**src/rtl/fc2_mac_engine_if.sv**
```systemverilog
`default_nettype none
// ============================================================================
//  Module      : fc2_mac_engine_if
//  Description : Bundle of control, memory-read and score-output signals
//                connecting the FC2 MAC engine to its surroundings.
//                master = engine side, slave = environment/memories.
//  Revision    : 1.0 - initial release
// ============================================================================
interface fc2_mac_engine_if #(
    parameter int DATA_W = 8
);
    // control
    logic                start;
    logic                busy;
    logic                done;
    // activation buffer read port (1-cycle latency)
    logic [6:0]          act_addr;
    logic [DATA_W-1:0]   act_data;
    // weight ROM read port (1-cycle latency)
    logic [9:0]          w_addr;
    logic [DATA_W-1:0]   w_data;
    // bias ROM read port (1-cycle latency)
    logic [3:0]          bias_addr;
    logic [31:0]         bias_data;
    // score stream
    logic [31:0]         result_data;
    logic [3:0]          result_idx;
    logic                result_valid;

    modport master (
        input  start, act_data, w_data, bias_data,
        output busy, done, act_addr, w_addr, bias_addr,
               result_data, result_idx, result_valid
    );

    modport slave (
        output start, act_data, w_data, bias_data,
        input  busy, done, act_addr, w_addr, bias_addr,
               result_data, result_idx, result_valid
    );
endinterface
`default_nettype wire

```
**src/rtl/fc2_mac_engine.sv**
```systemverilog
`default_nettype none
// ============================================================================
//  Module      : fc2_mac_engine
//  Description : Sequential fully-connected layer (FC2). For every output
//                neuron it loads the bias, accumulates IN_LEN signed
//                activation*weight products and emits one registered score.
//                Per-neuron period is IN_LEN+2 cycles (BIAS, MAC x IN_LEN,
//                EMIT), followed by a single DONE cycle per pass.
//  Revision    : 1.0 - initial release
// ============================================================================
module fc2_mac_engine #(
    parameter int IN_LEN  = 84,
    parameter int OUT_LEN = 10,
    parameter int DATA_W  = 8
) (
    input  wire logic          clk,
    input  wire logic          rst_n,
    fc2_mac_engine_if.master   bus
);

    localparam int         PROD_W = 2 * DATA_W;
    localparam logic [6:0] K_LAST = 7'(IN_LEN - 1);
    localparam logic [3:0] N_LAST = 4'(OUT_LEN - 1);

    typedef enum logic [2:0] {
        S_IDLE = 3'd0,
        S_BIAS = 3'd1,
        S_MAC  = 3'd2,
        S_EMIT = 3'd3,
        S_DONE = 3'd4
    } state_t;

    state_t                    state_q;
    logic [6:0]                k_q;
    logic [3:0]                neuron_q;
    logic signed [31:0]        acc_q;

    logic [6:0]                act_addr_q;
    logic [9:0]                w_addr_q;
    logic [3:0]                bias_addr_q;

    logic                      busy_q;
    logic                      done_q;
    logic                      result_valid_q;
    logic [31:0]               result_data_q;
    logic [3:0]                result_idx_q;

    logic signed [PROD_W-1:0]  prod_d;
    logic signed [31:0]        prod_ext_d;
    logic signed [31:0]        acc_d;
    logic                      addr_adv_d;

    // Product, sign extension and next accumulator value for the current MAC step.
    // The bias replaces the running sum on the first element of each neuron.
    always_comb begin
        prod_d     = $signed(bus.act_data) * $signed(bus.w_data);
        prod_ext_d = {{(32 - PROD_W){prod_d[PROD_W-1]}}, prod_d};
        acc_d      = ((k_q == 7'd0) ? $signed(bus.bias_data) : acc_q) + prod_ext_d;
        addr_adv_d = (act_addr_q < K_LAST);
    end

    // Main controller: sequencing, address generation, accumulation and
    // registered outputs. Addresses run one element ahead of the MAC step to
    // cover the single-cycle read latency of the memories.
    always_ff @(posedge clk or negedge rst_n) begin
        if (!rst_n) begin
            state_q        <= S_IDLE;
            k_q            <= 7'd0;
            neuron_q       <= 4'd0;
            acc_q          <= 32'sd0;
            act_addr_q     <= 7'd0;
            w_addr_q       <= 10'd0;
            bias_addr_q    <= 4'd0;
            busy_q         <= 1'b0;
            done_q         <= 1'b0;
            result_valid_q <= 1'b0;
            result_data_q  <= 32'd0;
            result_idx_q   <= 4'd0;
        end else begin
            case (state_q)
                S_IDLE: begin
                    if (bus.start) begin
                        state_q     <= S_BIAS;
                        busy_q      <= 1'b1;
                        neuron_q    <= 4'd0;
                        k_q         <= 7'd0;
                        bias_addr_q <= 4'd0;
                        act_addr_q  <= 7'd0;
                        w_addr_q    <= 10'd0;
                    end
                end

                S_BIAS: begin
                    state_q <= S_MAC;
                    k_q     <= 7'd0;
                    if (addr_adv_d) begin
                        act_addr_q <= act_addr_q + 7'd1;
                        w_addr_q   <= w_addr_q + 10'd1;
                    end
                end

                S_MAC: begin
                    acc_q <= acc_d;
                    if (addr_adv_d) begin
                        act_addr_q <= act_addr_q + 7'd1;
                        w_addr_q   <= w_addr_q + 10'd1;
                    end
                    if (k_q == K_LAST) begin
                        state_q        <= S_EMIT;
                        result_valid_q <= 1'b1;
                        result_data_q  <= acc_d;
                        result_idx_q   <= neuron_q;
                    end else begin
                        k_q <= k_q + 7'd1;
                    end
                end

                S_EMIT: begin
                    result_valid_q <= 1'b0;
                    if (neuron_q < N_LAST) begin
                        // The weight pointer sits on the last element of this
                        // row, so +1 is the first element of the next row.
                        state_q     <= S_BIAS;
                        neuron_q    <= neuron_q + 4'd1;
                        bias_addr_q <= neuron_q + 4'd1;
                        act_addr_q  <= 7'd0;
                        w_addr_q    <= w_addr_q + 10'd1;
                        k_q         <= 7'd0;
                    end else begin
                        state_q <= S_DONE;
                        done_q  <= 1'b1;
                    end
                end

                S_DONE: begin
                    state_q <= S_IDLE;
                    done_q  <= 1'b0;
                    busy_q  <= 1'b0;
                end

                default: begin
                    state_q        <= S_IDLE;
                    busy_q         <= 1'b0;
                    done_q         <= 1'b0;
                    result_valid_q <= 1'b0;
                end
            endcase
        end
    end

    // Output drive from registers only.
    always_comb begin
        bus.busy         = busy_q;
        bus.done         = done_q;
        bus.act_addr     = act_addr_q;
        bus.w_addr       = w_addr_q;
        bus.bias_addr    = bias_addr_q;
        bus.result_valid = result_valid_q;
        bus.result_data  = result_data_q;
        bus.result_idx   = result_idx_q;
    end

endmodule
`default_nettype wire

```
**src/flat_wrapper.sv**
```systemverilog
// flat-port wrapper written by rule: the top's interface ports become plain ports
module fc2_mac_engine_flat 
#(
    parameter int IN_LEN  = 84,
    parameter int OUT_LEN = 10,
    parameter int DATA_W  = 8
)
  (clk, rst_n, bus_start, bus_act_data, bus_w_data, bus_bias_data, bus_busy, bus_done, bus_act_addr, bus_w_addr, bus_bias_addr, bus_result_data, bus_result_idx, bus_result_valid);
  fc2_mac_engine_if #(.DATA_W(DATA_W)) bus_i ();
  input  wire logic clk;
  input  wire logic rst_n;
  input wire logic [$bits(bus_i.start)-1:0] bus_start;
  input wire logic [$bits(bus_i.act_data)-1:0] bus_act_data;
  input wire logic [$bits(bus_i.w_data)-1:0] bus_w_data;
  input wire logic [$bits(bus_i.bias_data)-1:0] bus_bias_data;
  output wire logic [$bits(bus_i.busy)-1:0] bus_busy;
  output wire logic [$bits(bus_i.done)-1:0] bus_done;
  output wire logic [$bits(bus_i.act_addr)-1:0] bus_act_addr;
  output wire logic [$bits(bus_i.w_addr)-1:0] bus_w_addr;
  output wire logic [$bits(bus_i.bias_addr)-1:0] bus_bias_addr;
  output wire logic [$bits(bus_i.result_data)-1:0] bus_result_data;
  output wire logic [$bits(bus_i.result_idx)-1:0] bus_result_idx;
  output wire logic [$bits(bus_i.result_valid)-1:0] bus_result_valid;
  assign bus_i.start = bus_start;
  assign bus_i.act_data = bus_act_data;
  assign bus_i.w_data = bus_w_data;
  assign bus_i.bias_data = bus_bias_data;
  assign bus_busy = bus_i.busy;
  assign bus_done = bus_i.done;
  assign bus_act_addr = bus_i.act_addr;
  assign bus_w_addr = bus_i.w_addr;
  assign bus_bias_addr = bus_i.bias_addr;
  assign bus_result_data = bus_i.result_data;
  assign bus_result_idx = bus_i.result_idx;
  assign bus_result_valid = bus_i.result_valid;
  fc2_mac_engine #(.IN_LEN(IN_LEN), .OUT_LEN(OUT_LEN), .DATA_W(DATA_W)) u_core (.clk(clk), .rst_n(rst_n), .bus(bus_i));
endmodule
```
**config.mk**
```make
export PLATFORM = sky130hd
export DESIGN_NAME = fc2_mac_engine_flat
export DESIGN_NICKNAME = d
export VERILOG_FILES = /design/src/rtl/fc2_mac_engine_if.sv /design/src/rtl/fc2_mac_engine.sv /design/src/flat_wrapper.sv
export SDC_FILE = /design/constraint.sdc
export NUM_CORES = 1
export LEC_CHECK = 0
export CAP_MARGIN = 20
export CORE_UTILIZATION = 55
export CTS_CLUSTER_DIAMETER = 80
export DETAILED_ROUTE_END_ITERATION = 10
export HOLD_SLACK_MARGIN = 0.03
export PLACE_DENSITY = 0.78
export SETUP_SLACK_MARGIN = 0.15
export SLEW_MARGIN = 20
export SYNTH_ARGS = -nofsm -noshare
export SYNTH_HDL_FRONTEND = slang
export SYNTH_SLANG_ARGS = --single-unit
```
**constraint.sdc**
```tcl
create_clock -name clk -period 7.59 [get_ports clk]
set_clock_uncertainty 0.1 [all_clocks]
set_input_delay 1.518 -clock clk [delete_from_list [all_inputs] [get_ports clk]]
set_output_delay 1.518 -clock clk [all_outputs]
set_load 0.02 [all_outputs]
```
Word level (Yosys, flattened, before mapping)
Index checks and enable logic that the tools add are counted.
- add/subtract/negate cells: 5
- multiplexer cells: 24
- equal/unequal tests: 11
- $lt $le $gt $ge: 2
- multiply operators: 1
- bitwise logic cells: 3
- reduce and logical (&&, ||, !) cells: 17
- operators with widths (kind ; number):
    32-bit by 16-bit adder with 32-bit output ; 1
    32-bit 2-to-1 mux ; 1
    10-bit 2-to-1 mux ; 3
    10-bit case mux with 3 select lines ; 1
    7-bit 2-to-1 mux ; 4
    7-bit case mux with 4 select lines ; 1
    7-bit case mux with 3 select lines ; 1
    8-bit by 8-bit multiplier with 16-bit output ; 1
    7-bit by 1-bit adder with 7-bit output, second input constant ; 2
    3-bit case mux with 4 select lines ; 1
    10-bit by 1-bit adder with 10-bit output, second input constant ; 1
    2-bit AND reduction ; 5
    3-bit 2-to-1 mux ; 3
    3-bit OR reduction ; 3
    4-bit 2-to-1 mux ; 2
    4-bit case mux with 2 select lines ; 1
    4-bit AND reduction ; 2
    7-bit equality test, second input constant ; 1
    7-bit zero test ; 1
    7-bit less-than comparator, second input constant ; 1
    3-bit by 2-bit equality test with 1-bit output, second input constant ; 2
    2-bit by 1-bit != test with 1-bit output, second input constant ; 3
    2-bit != test, second input constant ; 3
    1-bit case mux with 2 select lines ; 3
    other kinds (12) ; 16
- flip-flop bits (word level): 102
- input port bits: 51
- output and inout bits: 60
- word-level logic and storage cells: 74

Depth between registers and ports, before layout
Gate-level depths: netlist of run 1.
- depth after elaboration: 4
- gate-level depth with buffers: 23
- mapped depth without buffers: 22

Least setup slack after synthesis of run 1
OpenSTA, ideal clock, no wires.
- path kind: input port to flip-flop
- start point: input port bus_act_data[7]
- end point: register u_core.acc_q[31]
- stages on the path: 17
- data arrival time: 6930 ps
- path buffers: 0
- setup slack: 464 ps
- cell sequence: and2_1 -> inv_1 -> fa_1 -> inv_1 -> fa_1 -> fa_1 -> fa_1 -> fa_1 -> ha_1 -> o21ai_0 -> o21bai_1 -> o311ai_1 -> o22ai_1 -> o31ai_1 -> o21ai_0 -> mux2i_1 -> o31ai_1
- cells in the longest elaborated chain, start to end: 2
- ends and longest elaborated chain (what ; RTL line ; source):
    start: declaration ; flat_wrapper.sv:13 ; input wire logic [$bits(bus_i.act_data)-1:0] bus_act_data;
    8-bit by 8-bit multiplier with 16-bit output ; fc2_mac_engine.sv:56 ; prod_d = $signed(bus.act_data) * $signed(bus.w_data);
    32-bit by 16-bit adder with 32-bit output ; fc2_mac_engine.sv:58 ; acc_d = ((k_q == 7'd0) ? $signed(bus.bias_data) : acc_q) + prod_ext_d;
    end signal: assignment ; fc2_mac_engine.sv:70 ; acc_q <= 32'sd0;
    end signal: assignment ; fc2_mac_engine.sv:103 ; acc_q <= acc_d;
    end: declaration ; fc2_mac_engine.sv:36 ; logic signed [31:0] acc_q;
No other way between the ends.
A chain may end at the register's enable or synchronous reset.

Worst setup path in the final report of run 1
- start point: input port bus_act_data[7]
- end point: register u_core.acc_q[20]
The elaborated chain is that of the path after synthesis.

==> results.sh, run 1 <==
export IMPL_synth_area_um2=9900
export IMPL_timing_max_transition_violations_final=0
export IMPL_worst_setup_path_type="input port to flip-flop"
export IMPL_grt_total_usage_pct=27.0
export IMPL_drt_total_wl_um=22600
export IMPL_die_y_um=136
export IMPL_start_util_pct=56.8
export IMPL_synth_net_count=1271
export IMPL_cp_arrival_ps=7360
export IMPL_grt_setup_unrepaired="no"
export IMPL_synth_top_flop_cell="sky130_fd_sc_hd__dfrtp_1"
export IMPL_tritoncts_clock_tree="built"
export IMPL_fp_dieArea_um2=18500
export IMPL_cts_buffers_inserted=9
export IMPL_post_synth_top_area_fraction_pct=27.5
export IMPL_final_nets=1401
export IMPL_grt_pass1_wl_um=38700
export IMPL_asyncSetResetFlopFracSynth_pct=100
export IMPL_clkLatencyLatePin_ps=350
export IMPL_post_route_drc_count=0
export IMPL_count_of_unique_library_cells_instantiated_by_yosys=54
export IMPL_fmax_ghz=0.139
export IMPL_worst_ep_required_time_ps=7780
export IMPL_drt_wirelength_per_cell_um=16.5
export IMPL_clkTransAtPathRegs_ps=80
export IMPL_setup_tns_ps=0
export IMPL_slack_of_the_worst_reg_to_reg_path_ps=1410
export IMPL_netlist_top_cells_area="sky130_fd_sc_hd__fa_1 (28%), sky130_fd_sc_hd__dfrtp_1 (26%), sky130_fd_sc_hd__ha_1 (9.6%)"
export IMPL_drive_gt1_share_pct=6.65
export IMPL_cts_root_to_sink_buffers=2
export IMPL_area_growth_syn_to_layout_pct=19.2
export IMPL_layout_commonest_cell="sky130_fd_sc_hd__nand2_1"
export IMPL_post_cts_hold_buffer_count=0
export IMPL_h_tree_depth=3
export IMPL_std_cell_rows=48
export IMPL_mostFrequentLayoutCells="sky130_fd_sc_hd__nand2_1 (147), sky130_fd_sc_hd__fa_1 (136), sky130_fd_sc_hd__inv_1 (125)"
export IMPL_clock_tree_root_cell="sky130_fd_sc_hd__clkbuf_16"
export IMPL_finalCritPeriodShare_pct=94.5
export IMPL_clkSinkCount=102
export IMPL_worst_slew_margin_rel_pct=31.1
export IMPL_synth_edf_count=0
export IMPL_crit_end="u_core.acc_q[20]$_DFFE_PN0P_"
export IMPL_antenna_cell_count=0
export IMPL_finalWeightedCongestion=0.895
export IMPL_hp_class="flip-flop to flip-flop"
export IMPL_drt_antenna_violating_nets=0
export IMPL_worstMarginPinSlew_ps=1030
export IMPL_via_count=7323
export IMPL_run_status="finished, final reports clean"
export IMPL_finalHoldViolations=0
export IMPL_grt_pass1_vias=7673
export IMPL_io_pin_count=111
export IMPL_worstPathMaxFanout=8
export IMPL_synthCells=1008
export IMPL_fraction_of_the_yosys_area_taken_by_sequential_cells_pct=25.8
export IMPL_floorplan_die_width_um=136
export IMPL_flops_latches_synth=102
export IMPL_max_cap_viol_count=0
export IMPL_drt_first_iter_violations=305
export IMPL_drt_pass1_iter_count=5
export IMPL_syn_avg_cell_area_um2=9.82
export IMPL_yosys_warnings=0
export IMPL_antenna_violations_before_repair=0
export IMPL_standard_cell_core_area_um2=17400
export IMPL_grt_start_max_net_pins=67
export IMPL_cp_start_kind="input port"
export IMPL_port_buffers=110
export IMPL_critical_path_startpoint="bus_act_data[7]"
export IMPL_timing_final_crit_period_ps=7170
export IMPL_finalSetupViolations=0
export IMPL_synth_top_cell_by_area="sky130_fd_sc_hd__fa_1"
export IMPL_place_detailed_hpwl_um=17900
export IMPL_routed_via_density=5.35
export IMPL_timing_reg2reg_worst_path_depth=22
export IMPL_critical_path_endpoint_type="flip-flop"
export IMPL_overflow=0
export IMPL_r2r_start="u_core.k_q[2]$_DFFE_PN0P_"
export IMPL_worst_r2r_endpoint="u_core.bus.result_data[31]$_DFFE_PN0P_"
-- flip-flops by register name (all words and copies together), names as in the netlist, 3 cells and up --
register,cells
u_core.acc_q,32
u_core.bus.act_addr,7
u_core.bus.w_addr,10
u_core.k_q,7
u_core.bus.bias_addr,4
u_core.bus.result_idx,4
u_core.state_q,3
u_core.bus.result_data,32
-- synthesized netlist by cell type, types with 2 or more instances --
cell and instances:
sky130_fd_sc_hd__or4b_2 2, sky130_fd_sc_hd__a41oi_1 2, sky130_fd_sc_hd__nor4_1 3, sky130_fd_sc_hd__nand2_1 148, sky130_fd_sc_hd__or2_2 3, sky130_fd_sc_hd__nor2_1 50, sky130_fd_sc_hd__nor2b_1 4, sky130_fd_sc_hd__nand3_1 11
sky130_fd_sc_hd__mux2_2 4, sky130_fd_sc_hd__inv_1 126, sky130_fd_sc_hd__a31oi_1 2, sky130_fd_sc_hd__nand4_1 11, sky130_fd_sc_hd__and2_1 34, sky130_fd_sc_hd__nand2b_1 8, sky130_fd_sc_hd__nor3_1 16, sky130_fd_sc_hd__fa_1 136
sky130_fd_sc_hd__a21oi_1 30, sky130_fd_sc_hd__a211oi_1 6, sky130_fd_sc_hd__xnor2_1 19, sky130_fd_sc_hd__xor2_1 19, sky130_fd_sc_hd__o211a_1 2, sky130_fd_sc_hd__a21o_1 11, sky130_fd_sc_hd__and3_1 7, sky130_fd_sc_hd__o21bai_1 3
sky130_fd_sc_hd__dfrtp_1 102, sky130_fd_sc_hd__buf_1 7, sky130_fd_sc_hd__o22ai_1 2, sky130_fd_sc_hd__o31ai_1 10, sky130_fd_sc_hd__o21ai_0 71, sky130_fd_sc_hd__clkbuf_1 16, sky130_fd_sc_hd__o21a_1 7, sky130_fd_sc_hd__ha_1 76
sky130_fd_sc_hd__a21boi_0 3, sky130_fd_sc_hd__or3_1 7, sky130_fd_sc_hd__mux2i_1 31
-- logic make-up after synthesis --
logic type / after synthesis / share of synthesized area [%]
xor+xnor: 38 / 3.36
compound gates: 157 / 9.56
simple gates: 312 / 14.7
buf+inv: 152 / 5.88
fa+ha+maj: 212 / 37.1
mux: 35 / 3.59
flops: 102 / 25.8
-- worst min path at each step --
stage                                        end  slack (ps)  cells after the start                         start
floorplan            u_core.acc_q[0]$_DFFE_PN0P_         340                      2   u_core.acc_q[0]$_DFFE_PN0P_
global placement     u_core.acc_q[2]$_DFFE_PN0P_         360                      2   u_core.acc_q[2]$_DFFE_PN0P_
detailed placement   u_core.acc_q[0]$_DFFE_PN0P_         360                      2   u_core.acc_q[0]$_DFFE_PN0P_
CTS                  u_core.acc_q[2]$_DFFE_PN0P_         380                      2   u_core.acc_q[2]$_DFFE_PN0P_
global route        u_core.acc_q[22]$_DFFE_PN0P_         400                      2  u_core.acc_q[22]$_DFFE_PN0P_
finish               u_core.acc_q[2]$_DFFE_PN0P_         370                      2   u_core.acc_q[2]$_DFFE_PN0P_
-- critical path: stages --
cell,delay (ps)
sky130_fd_sc_hd__clkdlybuf4s50_1,590
sky130_fd_sc_hd__and2_2,280
sky130_fd_sc_hd__clkinvlp_2,250
sky130_fd_sc_hd__buf_4,210
sky130_fd_sc_hd__fa_1,460
sky130_fd_sc_hd__fa_1,540
sky130_fd_sc_hd__inv_1,50
sky130_fd_sc_hd__fa_1,460
sky130_fd_sc_hd__fa_1,490
sky130_fd_sc_hd__ha_1,320
sky130_fd_sc_hd__ha_1,410
sky130_fd_sc_hd__and4_1,260
sky130_fd_sc_hd__nand2_1,100
sky130_fd_sc_hd__a211oi_1,210
sky130_fd_sc_hd__o31a_1,210
sky130_fd_sc_hd__o21ai_0,100
sky130_fd_sc_hd__nor2b_1,180
sky130_fd_sc_hd__or4b_2,630
sky130_fd_sc_hd__nand3_1,90
-- area by class of cell --
cell class              count  area, um2
clock buffers              10        239
fillers                  1392       5620
well taps                 225        282
clock inverters             6       65.1
multi-input cells         754       6820
repair buffers            143       1360
repair inverters            1       5.00
inverters                 127        480
flip-flops and latches    102       2550
-- metal layers --
layer	vias up	part of all wire (%)	track usage (%)
met5	-	0	0
met4	0	1.4	6.05
met3	24	4.7	4.70
met2	160	49	44.7
met1	3593	45	37.3
li1	3546	-	-
-- through the flow --
step                instances  setup WS (ps)  hold WS (ps)  instance area, um2  util [%]
finish                   1368            416           373               11800      67.8
global route             1368            124           404               11800      67.8
CTS                      1358            344           379               11700      67.1
detailed placement       1342          0.372           358               11400      65.3
global placement         1342            130           357               11400      65.3
floorplan                1008            464           340                9900         -
-- repair_timing --
item                       4_1_cts  5_1_grt
gates resized for setup          0        7
setup buffers                    0        9
setup endpoints to repair        0        4
Power of run 1 is not shown: default switching activity piles up to over one toggle a cycle in this logic, so the estimate is an artifact.
==> run 2, diff against run 1 <==
--- a/config.mk
+++ b/config.mk
@@ -6,11 +6,12 @@
 export NUM_CORES = 1
 export LEC_CHECK = 0
 export CAP_MARGIN = 20
-export CORE_UTILIZATION = 55
+export CORE_UTILIZATION = 57
+export CTS_BUF_LIST = sky130_fd_sc_hd__clkbuf_8
 export CTS_CLUSTER_DIAMETER = 80
 export DETAILED_ROUTE_END_ITERATION = 10
 export HOLD_SLACK_MARGIN = 0.03
-export PLACE_DENSITY = 0.78
+export PLACE_DENSITY = 0.81
 export SETUP_SLACK_MARGIN = 0.15
 export SLEW_MARGIN = 20
 export SYNTH_ARGS = -nofsm -noshare
==> results.sh, run 2 (same netlist as run 1, synthesis figures left out) <==
export IMPL_run_status="finished, final reports clean"
export IMPL_worst_r2r_endpoint="u_core.bus.result_data[26]$_DFFE_PN0P_"
export IMPL_drt_pass1_iter_count=5
export IMPL_cts_setup_buffers=0
export IMPL_slowest_stage="sky130_fd_sc_hd__clkdlybuf4s50_1"
export IMPL_finalHoldViolations=0
export IMPL_via_count=7405
export IMPL_grt_setup_unrepaired="no"
export IMPL_start_util_pct=59.1
export IMPL_h_tree_depth=3
export IMPL_area_growth_syn_to_layout_pct=16.9
export IMPL_overflow=0
export IMPL_max_cap_viol_count=0
export IMPL_mostFrequentLayoutCells="sky130_fd_sc_hd__nand2_1 (147), sky130_fd_sc_hd__fa_1 (136), sky130_fd_sc_hd__inv_1 (127)"
export IMPL_clkTransAtPathRegs_ps=120
export IMPL_timing_max_transition_violations_final=0
export IMPL_floorplan_die_width_um=134
export IMPL_cp_top_family="adder cells"
export IMPL_finalWeightedCongestion=0.856
export IMPL_min_from="u_core.bus.result_data[0]$_DFFE_PN0P_"
export IMPL_worst_ep_required_time_ps=7750
export IMPL_antenna_cell_count=0
export IMPL_standard_cell_core_area_um2=16800
export IMPL_antenna_violations_before_repair=0
export IMPL_place_detailed_hpwl_um=18300
export IMPL_worstMarginPinSlew_ps=993
export IMPL_drt_wirelength_per_cell_um=16.6
export IMPL_grt_pass1_vias=7701
export IMPL_use_met3_pct=4.42
export IMPL_routed_via_density=5.47
export IMPL_worst_hold_path_endpoint="u_core.bus.result_data[0]$_DFFE_PN0P_"
export IMPL_drt_first_iter_violations=325
export IMPL_cts_buffers_inserted=9
export IMPL_grt_use_met2_pct=46.2
export IMPL_critical_path_n_buffers_inverters=5
export IMPL_tritoncts_clock_tree="built"
export IMPL_grt_pass1_wl_um=38300
export IMPL_cp_start_kind="input port"
export IMPL_final_fill_count=1310
export IMPL_drt_total_wl_um=22500
export IMPL_critical_path_most_common_cell="sky130_fd_sc_hd__fa_1"
export IMPL_hold_ws_ps=387
export IMPL_clkSinkCount=102
export IMPL_setup_ws_ps=435
export IMPL_timing_reg2reg_worst_path_depth=20
export IMPL_hold_critical_path_depth=2
export IMPL_post_cts_hold_buffer_count=0
export IMPL_ordered_list_of_cells_on_the_worst_path="clkdlybuf4s50_1, and2_1, inv_1, buf_4, buf_4, fa_1, inv_1, fa_1, fa_1, fa_1, ha_1, ha_1, nand2_1, nor2_1, nand4_1, o22ai_1, o31ai_1, o21ai_1, mux2i_1, o31ai_1"
export IMPL_cts_root_to_sink_buffers=2
export IMPL_port_buffers=110
export IMPL_timing_final_crit_period_ps=7160
export IMPL_timing_critical_path_slowest_cell_delay_ps=600
export IMPL_layout_commonest_cell="sky130_fd_sc_hd__nand2_1"
export IMPL_worstPathMaxFanout=13
export IMPL_hp_class="flip-flop to flip-flop"
export IMPL_place_ws_ps=-6.54
export IMPL_std_cell_rows=47
export IMPL_post_route_drc_count=0
export IMPL_finalCoreUtilization_pct=69.0
export IMPL_r2r_start="u_core.k_q[5]$_DFFE_PN0P_"
export IMPL_die_y_um=134
export IMPL_grt_total_usage_pct=27.3
export IMPL_clkLatencyLatePin_ps=390
export IMPL_grt_start_max_net_pins=76
export IMPL_io_pin_count=111
export IMPL_fp_dieArea_um2=17900
export IMPL_fmax_ghz=0.140
export IMPL_drive_gt1_share_pct=5.21
export IMPL_finalSetupViolations=0
export IMPL_drt_antenna_violating_nets=0
export IMPL_worst_slew_margin_rel_pct=33.5
export IMPL_cp_arrival_ps=7320
export IMPL_sequential_standard_cell_area_um2=2550
export IMPL_final_nets=1391
export IMPL_cts_resized=0
export IMPL_worst_setup_path_type="input port to flip-flop"
export IMPL_grt_busiest_layer="met2"
export IMPL_critical_path_endpoint_type="flip-flop"
export IMPL_multi_input_area_um2=6780
export IMPL_finalCritPeriodShare_pct=94.3
export IMPL_slack_of_the_worst_reg_to_reg_path_ps=950
export IMPL_clock_tree_root_cell="sky130_fd_sc_hd__clkbuf_8"
export IMPL_grtUsageMet1_pct=36.6
-- run 2: changes by cell type in the layout (fill, tap and decap cells not counted), moves of 2 or more --
cell / change
sky130_fd_sc_hd__clkbuf_16: -9
sky130_fd_sc_hd__clkinv_2: +2
sky130_fd_sc_hd__buf_4: -10
sky130_fd_sc_hd__inv_1: +2
sky130_fd_sc_hd__clkinv_4: -2
sky130_fd_sc_hd__clkbuf_8: +8
-- run 2: routing by layer --
metal | up-vias | share of wire, %
li1 | 3521 | -
met1 | 3655 | 44
met2 | 186 | 49
met3 | 43 | 4.9
met4 | 0 | 2.4
met5 | - | 0
-- run 2: how the worst max path moves through the flow --
stage	from	end	slack, ps	cells after the start
2_1_floorplan	bus_act_data[7]	u_core.acc_q[31]$_DFFE_PN0P_	460	17
3_3_place_gp	bus_act_data[7]	u_core.acc_q[31]$_DFFE_PN0P_	120	20
3_5_place_dp	bus_act_data[7]	u_core.acc_q[31]$_DFFE_PN0P_	-7	20
4_1_cts	bus_act_data[7]	u_core.acc_q[31]$_DFFE_PN0P_	360	20
5_1_grt	bus_act_data[7]	u_core.acc_q[26]$_DFFE_PN0P_	170	20
6_report	bus_act_data[7]	u_core.bus.result_data[31]$_DFFE_PN0P_	430	20
-- run 2: final cells by class --
type / instances / area share, %
clock buffers: 9 / 1.07
flip-flops and latches: 102 / 22.1
multi-input cells: 754 / 58.6
inverters: 127 / 4.12
clock inverters: 7 / 0.508
repair buffers: 134 / 11.3
well taps: 220 / 2.38
-- run 2: worst min-delay path, cell delays in order (launching register included) --
cell and delay, ps:
sky130_fd_sc_hd__dfrtp_1 360, sky130_fd_sc_hd__nand2_1 50, sky130_fd_sc_hd__nand2_1 60
-- run 2: through the flow --
stage / std cells / setup TNS, ps / instance area [um2]
finish: 1353 / 0 / 11600
global route: 1353 / 0 / 11600
CTS: 1352 / 0 / 11500
detailed placement: 1336 / -6.54 / 11400
floorplan: 1008 / 0 / 9900
global placement: 1336 / 0 / 11400
Power of run 2 is left out for the same reason.
